`src/rtl/latch_strobe_tx.sv`:
```
// latch_strobe_tx
// Serial transmitter that drives the data/enable pair of a downstream
// level-sensitive D latch. A parallel word is shifted out MSB-first; each bit
// gets one setup cycle (strobe low, data settles) followed by STROBE_CYCLES
// cycles with strobe high while the data is held stable.
//
// Parameters:
//   WIDTH         bits per word (1..16)
//   STROBE_CYCLES cycles the strobe stays high per bit (1..8)
// Ports:
//   c       clock, rising edge
//   rn      asynchronous active-low reset
//   start   request to send word, sampled only in IDLE
//   word    parallel data, captured on the accepting edge
//   dout    serial data to the receiver latch D input
//   strobe  latch enable to the receiver latch C input
//   busy    high while a frame is in progress
//   done    one-cycle pulse after the last strobe of a frame
module latch_strobe_tx #(
  parameter int unsigned WIDTH         = 4,
  parameter int unsigned STROBE_CYCLES = 1
) (
  input  logic             c,
  input  logic             rn,
  input  logic             start,
  input  logic [WIDTH-1:0] word,
  output logic             dout,
  output logic             strobe,
  output logic             busy,
  output logic             done
);

  localparam int unsigned BW = $clog2(WIDTH + 1);
  localparam int unsigned SW = $clog2(STROBE_CYCLES + 1);

  typedef enum logic [1:0] {
    ST_IDLE   = 2'd0,
    ST_SETUP  = 2'd1,
    ST_STROBE = 2'd2,
    ST_DONE   = 2'd3
  } state_t;

  state_t           state, state_n;
  logic [WIDTH-1:0] shift, shift_n;
  logic [BW-1:0]    bit_cnt, bit_n;
  logic [SW-1:0]    stb_cnt, stb_n;
  logic             dout_n, strobe_n, busy_n, done_n;

  always_ff @(posedge c or negedge rn) begin
    if (!rn) begin
      state   <= ST_IDLE;
      shift   <= '0;
      bit_cnt <= '0;
      stb_cnt <= '0;
      dout    <= 1'b0;
      strobe  <= 1'b0;
      busy    <= 1'b0;
      done    <= 1'b0;
    end else begin
      state   <= state_n;
      shift   <= shift_n;
      bit_cnt <= bit_n;
      stb_cnt <= stb_n;
      dout    <= dout_n;
      strobe  <= strobe_n;
      busy    <= busy_n;
      done    <= done_n;
    end
  end

  always_comb begin
    state_n = state;
    shift_n = shift;
    bit_n   = bit_cnt;
    stb_n   = stb_cnt;

    case (state)
      ST_IDLE: begin
        if (start) begin
          shift_n = word;
          bit_n   = BW'(WIDTH);
          state_n = ST_SETUP;
        end
      end
      ST_SETUP: begin
        stb_n   = SW'(STROBE_CYCLES);
        state_n = ST_STROBE;
      end
      ST_STROBE: begin
        // <= rather than == so a corrupted zero count still terminates
        if (stb_cnt <= SW'(1)) begin
          stb_n = '0;
          if (bit_cnt <= BW'(1)) begin
            state_n = ST_DONE;
          end else begin
            shift_n = shift << 1;
            bit_n   = bit_cnt - BW'(1);
            state_n = ST_SETUP;
          end
        end else begin
          stb_n = stb_cnt - SW'(1);
        end
      end
      ST_DONE: state_n = ST_IDLE;
      default: state_n = ST_IDLE;
    endcase
  end

  // Outputs are registered: decode them from the next state so the flops
  // present the values belonging to the state being entered.
  always_comb begin
    dout_n   = 1'b0;
    strobe_n = 1'b0;
    busy_n   = 1'b0;
    done_n   = 1'b0;
    case (state_n)
      ST_SETUP: begin
        dout_n = shift_n[WIDTH-1];
        busy_n = 1'b1;
      end
      ST_STROBE: begin
        dout_n   = shift_n[WIDTH-1];
        strobe_n = 1'b1;
        busy_n   = 1'b1;
      end
      ST_DONE: begin
        busy_n = 1'b1;
        done_n = 1'b1;
      end
      default: ;
    endcase
  end

endmodule
```
`config.mk`:
```
export PLATFORM = sky130hd
export DESIGN_NAME = latch_strobe_tx
export DESIGN_NICKNAME = d
export VERILOG_FILES = /design/src/rtl/latch_strobe_tx.sv
export SDC_FILE = /design/constraint.sdc
export NUM_CORES = 1
export LEC_CHECK = 0
export ABC_AREA = 1
export CORE_AREA = 5 5 51 53
export CTS_BUF_LIST = sky130_fd_sc_hd__clkbuf_4
export CTS_CLUSTER_DIAMETER = 60
export DETAILED_ROUTE_END_ITERATION = 12
export DIE_AREA = 0 0 56 58
export PLACE_DENSITY = 0.5
export SETUP_SLACK_MARGIN = 0.1
export SYNTH_ARGS = -nofsm -noshare
export SYNTH_HDL_FRONTEND = slang
export SYNTH_SLANG_ARGS = --single-unit
export TNS_END_PERCENT = 50
```
`constraint.sdc`:
```
create_clock -name c -period 2 [get_ports c]
set_input_delay 0.5 -clock c [delete_from_list [all_inputs] [get_ports c]]
set_output_delay 0.5 -clock c [all_outputs]
set_load 0.02 [all_outputs]
```
### After elaboration in Yosys (flattened, before gate mapping)

Cells that the tools add are included.

* equality and inequality tests: 9
* reductions and logical operators: 6
* $lt $le $gt $ge: 2
* add/subtract/negate cells: 2
* mux-type cells: 18

Operator list (count)
* $mux 4: 3
* $mux 3: 3
* $eq 2x2->1 const B: 4
* $pmux 2 s4: 1
* $pmux 4 s2: 1
* $mux 2: 3
* $ne 2x2->1 const B: 3
* $pmux 3 s2: 1
* $mux 1: 5
* $eq 2x1->1 const B: 2
* $reduce_and 4->1: 1
* $reduce_bool 2->1: 2
* $le 3x1->1 const B: 1
* $reduce_or 3->1: 1
* $sub 3x1->3 const B: 1
* $logic_not 2->1: 1
* $pmux 1 s2: 1
* $reduce_or 2->1: 1
* $le 1x1->1 const B: 1
* $sub 1x1->1 const B: 1

* register bits after elaboration: 14
* logic and storage cells: 46

### Logic depth before layout (Yosys ltp)

Gate-level depths: netlist (run 1).

* depth after elaboration: 7
* gate-level depth with buffers: 10
* gate-level depth less buffers: 10

### Least setup slack after synthesis (run 1)

No wires, ideal clock.

* path type: register to register
* from: reg bit_cnt[1]
* to: reg dout
* setup slack: 0.440 ns
* path buffers: 0
* arrival: 1.438 ns
* data required time: 1.878 ns
* period minus slack after synthesis: 1.560 ns
* stages on the path, launching flop included: 11
* path through: dfrtp_1 > inv_1 > ha_1 > inv_1 > o21ai_4 > nand3_4 > o21ai_0 > inv_1 > ha_1 > inv_1 > a21oi_2

* word-level cells in the longest chain between the ends: 7
* elaborated cells on any way between the ends: 11
* those cells by class: 1 x order compare; 2 x eq/ne; 7 x mux; 1 x reduce/logical

Ends and longest elaborated chain
* from (decl): RTL line 45 `logic [BW-1:0] bit_cnt, bit_n;`
* from (signal assigned): RTL line 62 `bit_cnt <= bit_n;`
* $le 3x1->1 *: RTL line 93 `if (bit_cnt <= BW'(1)) begin`
* $mux 2 *: RTL line 93
* $mux 2 *: RTL line 91 `if (stb_cnt <= SW'(1)) begin`
* $pmux 2 s4 *: RTL line 77 `case (state)`
* via state_n[1]: RTL line 43 `state_t state, state_n;`
* $eq 2x2->1 / $eq 2x1->1 (equally long branches): RTL line 116 `case (state_n)`
* $reduce_or 2->1 (no line) *
* $mux 1 *: RTL line 116
* via dout_n: RTL line 47 `logic dout_n, strobe_n, busy_n, done_n;`
* to (signal assigned): RTL line 64 `dout <= dout_n;`
* to (decl): RTL line 27 `output logic dout,`

Mark *: on every way through the listed nets, which the timed path passes. The rest lies on a longest branch. The select of a mux whose other input is x is not followed.
A chain may end at the register's enable or synchronous reset.

### Final worst setup path (run 1)

Same ends and word-level chain as after synthesis.

==> impl_metrics.env, run 1 <==
export IMPL_outcome="finished, final reports clean"
export IMPL_cpPeakStageDelay_ps=450
export IMPL_vias_per_cell=4.46
export IMPL_cp_arrival_ps=1890
export IMPL_timing_rr_start="bit_cnt[1]"
export IMPL_core_rowCount=17
export IMPL_hpwl_microns=913
export IMPL_r2r_slack_ps=280
export IMPL_grt_max_degree=14
export IMPL_grt_pass1_wl_mm=1.90
export IMPL_ctsHtreeMaxLevel=1
export IMPL_syn_area_per_cell_sq_um=9.81
export IMPL_p_int_w=0.000707
export IMPL_gr_total_overflow=0
export IMPL_die_y_microns=58
export IMPL_ys_seq_area_frac=0.488
export IMPL_crit_buf_inv=4
export IMPL_synth_net_count=80
export IMPL_drive_gt1_frac=0.183
export IMPL_final_cells=110
export IMPL_dr_pass1_iters=4
export IMPL_die_area_sq_mm=0.00325
export IMPL_yosys_cell_types_count=17
export IMPL_layout_min_cycle_time_ps=1720
export IMPL_die_w_microns=56
export IMPL_antenna_found_initial=0
export IMPL_p_per_area_mw_per_mm2=1490
export IMPL_tightest_slew_ps=609
export IMPL_post_cts_setup_buffers=0
export IMPL_antenna_cells=0
export IMPL_portBuffers=10
export IMPL_pwr_share_seq=0.367
export IMPL_final_max_slew_viol_count=0
export IMPL_p_comb_frac=0.490
export IMPL_power_leakage_nw=0.406
export IMPL_worstPathCellList="inv_1, ha_1, inv_1, o21ai_4, nand3_4, o21ai_0, inv_1, ha_1, inv_1, a21oi_2"
export IMPL_rsz0062_at_grt="no"
export IMPL_max_vdd_ir_drop_mv=0.696
export IMPL_post_cts_resized=0
export IMPL_insertion_delay_ps=270
export IMPL_drv_cap=0
export IMPL_fillCellCount=226
export IMPL_finalWirelength_mm=1.15
export IMPL_clock_power_share=0.143
export IMPL_cts_buffer_depth=2
export IMPL_ant_nets=0
export IMPL_path_max_fanout=4
export IMPL_fmax_mhz=580
export IMPL_hold_viol=0
export IMPL_fin_worst_skew_ps=3.21
export IMPL_setup_tns_ps=0
export IMPL_crit_top_cell="inv_1"
export IMPL_numCtsBuffers=3
export IMPL_switchingPower_w=0.000534
export IMPL_drc=0
export IMPL_relSlewSlack=0.593
export IMPL_final_nets=95
export IMPL_area_delta_synth_final_pct=24.8
export IMPL_fin_crit_sh=0.861
export IMPL_start_util=0.317
export IMPL_cts_num_sinks=13
export IMPL_cts_tree="yes"
export IMPL_postSynthCellCount=68
export IMPL_worst_r2r_cell_count=10
export IMPL_slowest_stage="dfrtp_1"
export IMPL_wl_per_cell_microns=10.5
export IMPL_critPathRequiredTime_ps=2160
export IMPL_p_sw_frac=0.430
export IMPL_startpoint_type="flip-flop"
export IMPL_grt_use_total=0.0753
export IMPL_dp_cells=106
export IMPL_drtIter0Drc=6
export IMPL_min_from="shift[2]"
export IMPL_synth_seq_cells=13
export IMPL_cts_root_buf="clkbuf_4"
export IMPL_hold_end="shift[2]"
export IMPL_io_pins=11
export IMPL_path_class="reg -> reg"
export IMPL_synth_area_sq_um=667
export IMPL_design_core_area_sq_mm=0.00211
export IMPL_cp_top_family="flip-flops"
export IMPL_setup_viol=0
export IMPL_place_congestion=0.755
export IMPL_holdPathStages=2
export IMPL_critPathCaptureType="flip-flop"
export IMPL_path_clk_slew_ps=80
export IMPL_vias=491
export IMPL_cts_hold_buffers=0
export IMPL_r2r_end="dout"
export IMPL_yosys_warnings=0
export IMPL_hp_class="reg -> reg"
export IMPL_grt_pass1_vias=461
-- layout by cell type (no fill, tap or decap), drive strengths merged --
master | Yosys | layout
a21oi | 1 | 1
clkbuf | 0 | 4
clkdlybuf4s50 | 0 | 10
dfrtp | 13 | 13
ha | 5 | 5
inv | 12 | 12
nand2 | 17 | 17
nand3 | 10 | 10
nand4 | 1 | 1
nor2 | 5 | 5
o21ai | 2 | 2
o31ai | 2 | 2
-- power by group through the flow --
stage	sequential (W)	clock [W]	combinational [W]
global placement	0.000461	0	0.000613
detailed placement	0.000462	0	0.000622
CTS	0.000457	0.000180	0.000623
global route	0.000470	0.000192	0.000696
finish	0.000455	0.000177	0.000608
floorplan	0.000490	0	0.000418
-- registers in the layout, summed over array words and instances (netlist names) --
| name | flops |
|---|---|
| busy | 1 |
| dout | 1 |
| shift | 4 |
| done | 1 |
| state | 2 |
| strobe | 1 |
| bit_cnt | 3 |
-- routing by layer --
layer  vias up  global-route usage  share of wire
met5         -                   0              0
met4         0              0.0508          0.020
met3         4              0.0156          0.061
met2        12               0.114           0.46
met1       228              0.0969           0.46
li1        247                   -              -
-- kinds of logic after synthesis --
group                      Yosys count  share of synthesized area
adders and majority gates            5                     0.0938
AOI/OAI and AO/OA                    5                     0.0675
DFF                                 13                      0.488
buffers and inverters               12                     0.0713
and+or+nand+nor                     33                      0.280
-- cell type report --
cell class              instances  area (sq um)  share of cell area
repair buffers                 10           100               0.120
multi-input cells              43           294               0.353
clock buffers                   4          30.0              0.0361
well taps                      28          35.0              0.0421
inverters                      12          47.5              0.0571
flip-flops and latches         13           325               0.391
-- worst max-delay path by stage --
stage,startpoint,to,slack (ps),depth (start not counted)
floorplan,bit_cnt[1],dout,440,10
global placement,start,dout,200,7
detailed placement,start,dout,170,7
CTS,bit_cnt[1],dout,260,10
global route,bit_cnt[1],dout,110,10
finish,bit_cnt[1],dout,280,10
-- worst reg2reg max path: stages (launching register included) --
cell     delay (ps)
dfrtp_1         450
inv_1           100
ha_1            160
inv_1            70
o21ai_4          70
nand3_4         110
o21ai_0         190
inv_1            90
ha_1            280
inv_1            60
a21oi_2          30
-- metrics by stage --
step | power, W | hold slack, ps | setup WS [ps] | area, sq um | util
after floorplan | 0.000908 | 204 | 440 | 667 | -
after global placement | 0.00107 | 462 | 199 | 802 | 0.381
after detailed placement | 0.00108 | 476 | 167 | 802 | 0.381
after CTS | 0.00126 | 496 | 263 | 832 | 0.395
after global routing | 0.00136 | 511 | 108 | 832 | 0.395
final | 0.00124 | 491 | 277 | 832 | 0.395
-- cell usage after synthesis (all sizes together) --
| master | count | area share |
|---|---|---|
| nand3 | 10 | 0.094 |
| ha | 5 | 0.094 |
| nor2 | 5 | 0.032 |
| inv | 12 | 0.071 |
| dfrtp | 13 | 0.49 |
| nand4 | 1 | 0.0094 |
| a21oi | 1 | 0.013 |
| o21ai | 2 | 0.032 |
| nand2 | 17 | 0.14 |
| o31ai | 2 | 0.023 |
No activity file was read; power rests on OpenSTA's default activity.
==> run 2, diff against run 1 <==
- PLACE_DENSITY: 0.5 -> 0.52
- RECOVER_POWER: unset -> 50
- TNS_END_PERCENT: 50 -> 100
- clock period: 2 -> 1.5 ns (I/O delays scaled with it)
==> run 2 against run 1 <==
Against the previous run:
- cell count rose by 11%
- critical path depth fell by 2
- sequential share of layout area fell by 4.3 points
- sequential power rose by 33%
- clock power rose by 25%
- first-iteration DRC count rose by 83%
- fmax rose by 23%
- critical path type unchanged
- largest cell class unchanged
==> impl_metrics.env, run 2 (synthesis results as in run 1) <==
export IMPL_clock_power_share=0.120
export IMPL_place_congestion=0.761
export IMPL_numCtsBuffers=3
export IMPL_r2r_slack_ps=100
export IMPL_fillCellCount=214
export IMPL_dp_cells=114
export IMPL_design_core_area_sq_mm=0.00211
export IMPL_setup_tns_ps=0
export IMPL_slowest_stage="dfrtp_2"
export IMPL_final_nets=107
export IMPL_cts_root_buf="clkbuf_4"
export IMPL_wl_per_cell_microns=10.0
export IMPL_outcome="finished, final reports clean"
export IMPL_r2r_end="dout"
export IMPL_ctsHtreeMaxLevel=1
export IMPL_reg_top3="shift x4, bit_cnt x3, state x2"
export IMPL_drive_gt1_frac=0.340
export IMPL_portBuffers=10
export IMPL_path_clk_slew_ps=90
export IMPL_min_from="shift[0]"
export IMPL_core_rowCount=17
export IMPL_whs_ps=478
export IMPL_fmax_mhz=713
export IMPL_holdPathStages=2
export IMPL_antenna_cells=0
export IMPL_stdcell_area_sq_um=940
export IMPL_fin_crit_sh=0.935
export IMPL_relSlewSlack=0.500
export IMPL_worst_r2r_cell_count=8
export IMPL_worstPathCellList="buf_6, o21ai_4, nand3_4, o21ai_4, inv_1, ha_1, inv_1, a21oi_2"
export IMPL_finalWirelength_mm=1.22
export IMPL_critPathCaptureType="flip-flop"
export IMPL_setup_viol=0
export IMPL_place_area_sq_um=873
export IMPL_power_leakage_nw=0.473
export IMPL_hold_viol=0
export IMPL_largest_register_ffs=4
export IMPL_max_vdd_ir_drop_mv=0.830
export IMPL_cp_arrival_ps=1580
export IMPL_grt_use_total=0.0864
export IMPL_p_per_area_mw_per_mm2=1950
export IMPL_drv_cap=0
export IMPL_path_class="reg -> reg"
export IMPL_tightest_slew_ps=751
export IMPL_grt_pass1_wl_mm=2.20
export IMPL_drtIter0Drc=11
export IMPL_cts_tree="yes"
export IMPL_startpoint_type="flip-flop"
export IMPL_critPathRequiredTime_ps=1680
export IMPL_path_max_fanout=3
export IMPL_p_int_w=0.00106
export IMPL_die_y_microns=58
export IMPL_dr_pass1_iters=4
export IMPL_start_util=0.317
export IMPL_final_max_slew_viol_count=0
export IMPL_final_cells=122
export IMPL_io_pins=11
export IMPL_drc=0
export IMPL_cts_hold_buffers=0
export IMPL_seq_area_sq_um=327
export IMPL_antenna_found_initial=0
export IMPL_rsz0062_at_grt="yes"
export IMPL_fin_worst_skew_ps=7.83
export IMPL_final_cell_mix="nand2_1 (12), dfrtp_1 (12), buf_4 (10), nand3_1 (9), inv_1 (7)"
export IMPL_grt_max_degree=14
export IMPL_ant_nets=0
export IMPL_top_register="shift"
export IMPL_multi_input_area_sq_um=318
export IMPL_vias=535
export IMPL_die_area_sq_mm=0.00325
export IMPL_hpwl_microns=909
export IMPL_hold_end="shift[0]"
export IMPL_die_w_microns=56
export IMPL_layout_min_cycle_time_ps=1400
export IMPL_gr_total_overflow=0
export IMPL_pwr_share_seq=0.330
export IMPL_cts_buffer_depth=2
export IMPL_area_delta_synth_final_pct=40.9
export IMPL_vias_per_cell=4.39
export IMPL_grt_pass1_vias=529
export IMPL_hp_class="reg -> reg"
export IMPL_switchingPower_w=0.000779
export IMPL_cts_num_sinks=13
export IMPL_cpPeakStageDelay_ps=440
export IMPL_p_sw_frac=0.425
export IMPL_insertion_delay_ps=280
export IMPL_p_comb_frac=0.550
export IMPL_timing_rr_start="bit_cnt[0]"
run 2: changes by cell type in the layout (fill, tap and decap cells not counted), sizes merged:
cell           change
clkinv             +1
clkdlybuf4s50      -5
buf               +11
dlygate4sd3        +1
dlygate4sd2        +4
run 2: final cells by class:
type | count | share of cell area
tap | 28 | 0.0373
timing repair buffer | 22 | 0.197
inverter | 12 | 0.0506
clock inverter | 1 | 0.00533
multi-input combinational | 43 | 0.338
sequential | 13 | 0.348
clock buffer | 3 | 0.0240
run 2: worst max path at each step:
stage                     from    to
floorplan           bit_cnt[1]  dout
global route        bit_cnt[0]  dout
detailed placement       start  dout
CTS                 bit_cnt[0]  dout
global placement         start  dout
finish              bit_cnt[0]  dout
run 2: per-stage QoR:
step / setup slack (ps) / util / power [W]
2_1_floorplan: 25.0 / - / 0.00124
3_3_place_gp: -49.3 / 0.415 / 0.00157
3_5_place_dp: -59.5 / 0.415 / 0.00157
4_1_cts: 78.4 / 0.444 / 0.00183
5_1_grt: -0.158 / 0.446 / 0.00203
6_report: 97.5 / 0.446 / 0.00184
run 2: critical path: cells and delay by family (launching register included):
kind / cells / cell delay, ps
flip-flops: 1 / 440
AO/OA/AOI/OAI: 3 / 260
AND/OR/NAND/NOR: 1 / 90
adder cells (fa/ha/maj): 1 / 260
buffers and inverters: 3 / 250
run 2: repair_timing:
item / in CTS / in global routing
gates resized for setup: 9 / 2
buffers inserted: 3 / 1
setup endpoints to repair: 5 / 7
pin swaps: 2 / 2
run 2: routing by layer:
metal  share of wire  track usage
met1            0.49        0.113
met2            0.46        0.129
met3           0.038       0.0223
met4          0.0066       0.0508
met5               0            0
run 2: power groups by stage:
stage / clock network [W] / logic, W / registers, W
floorplan: 0 / 0.000582 / 0.000660
global placement: 0 / 0.000964 / 0.000602
detailed placement: 0 / 0.000969 / 0.000605
CTS: 0.000227 / 0.00101 / 0.000599
global route: 0.000244 / 0.00116 / 0.000626
finish: 0.000221 / 0.00101 / 0.000605
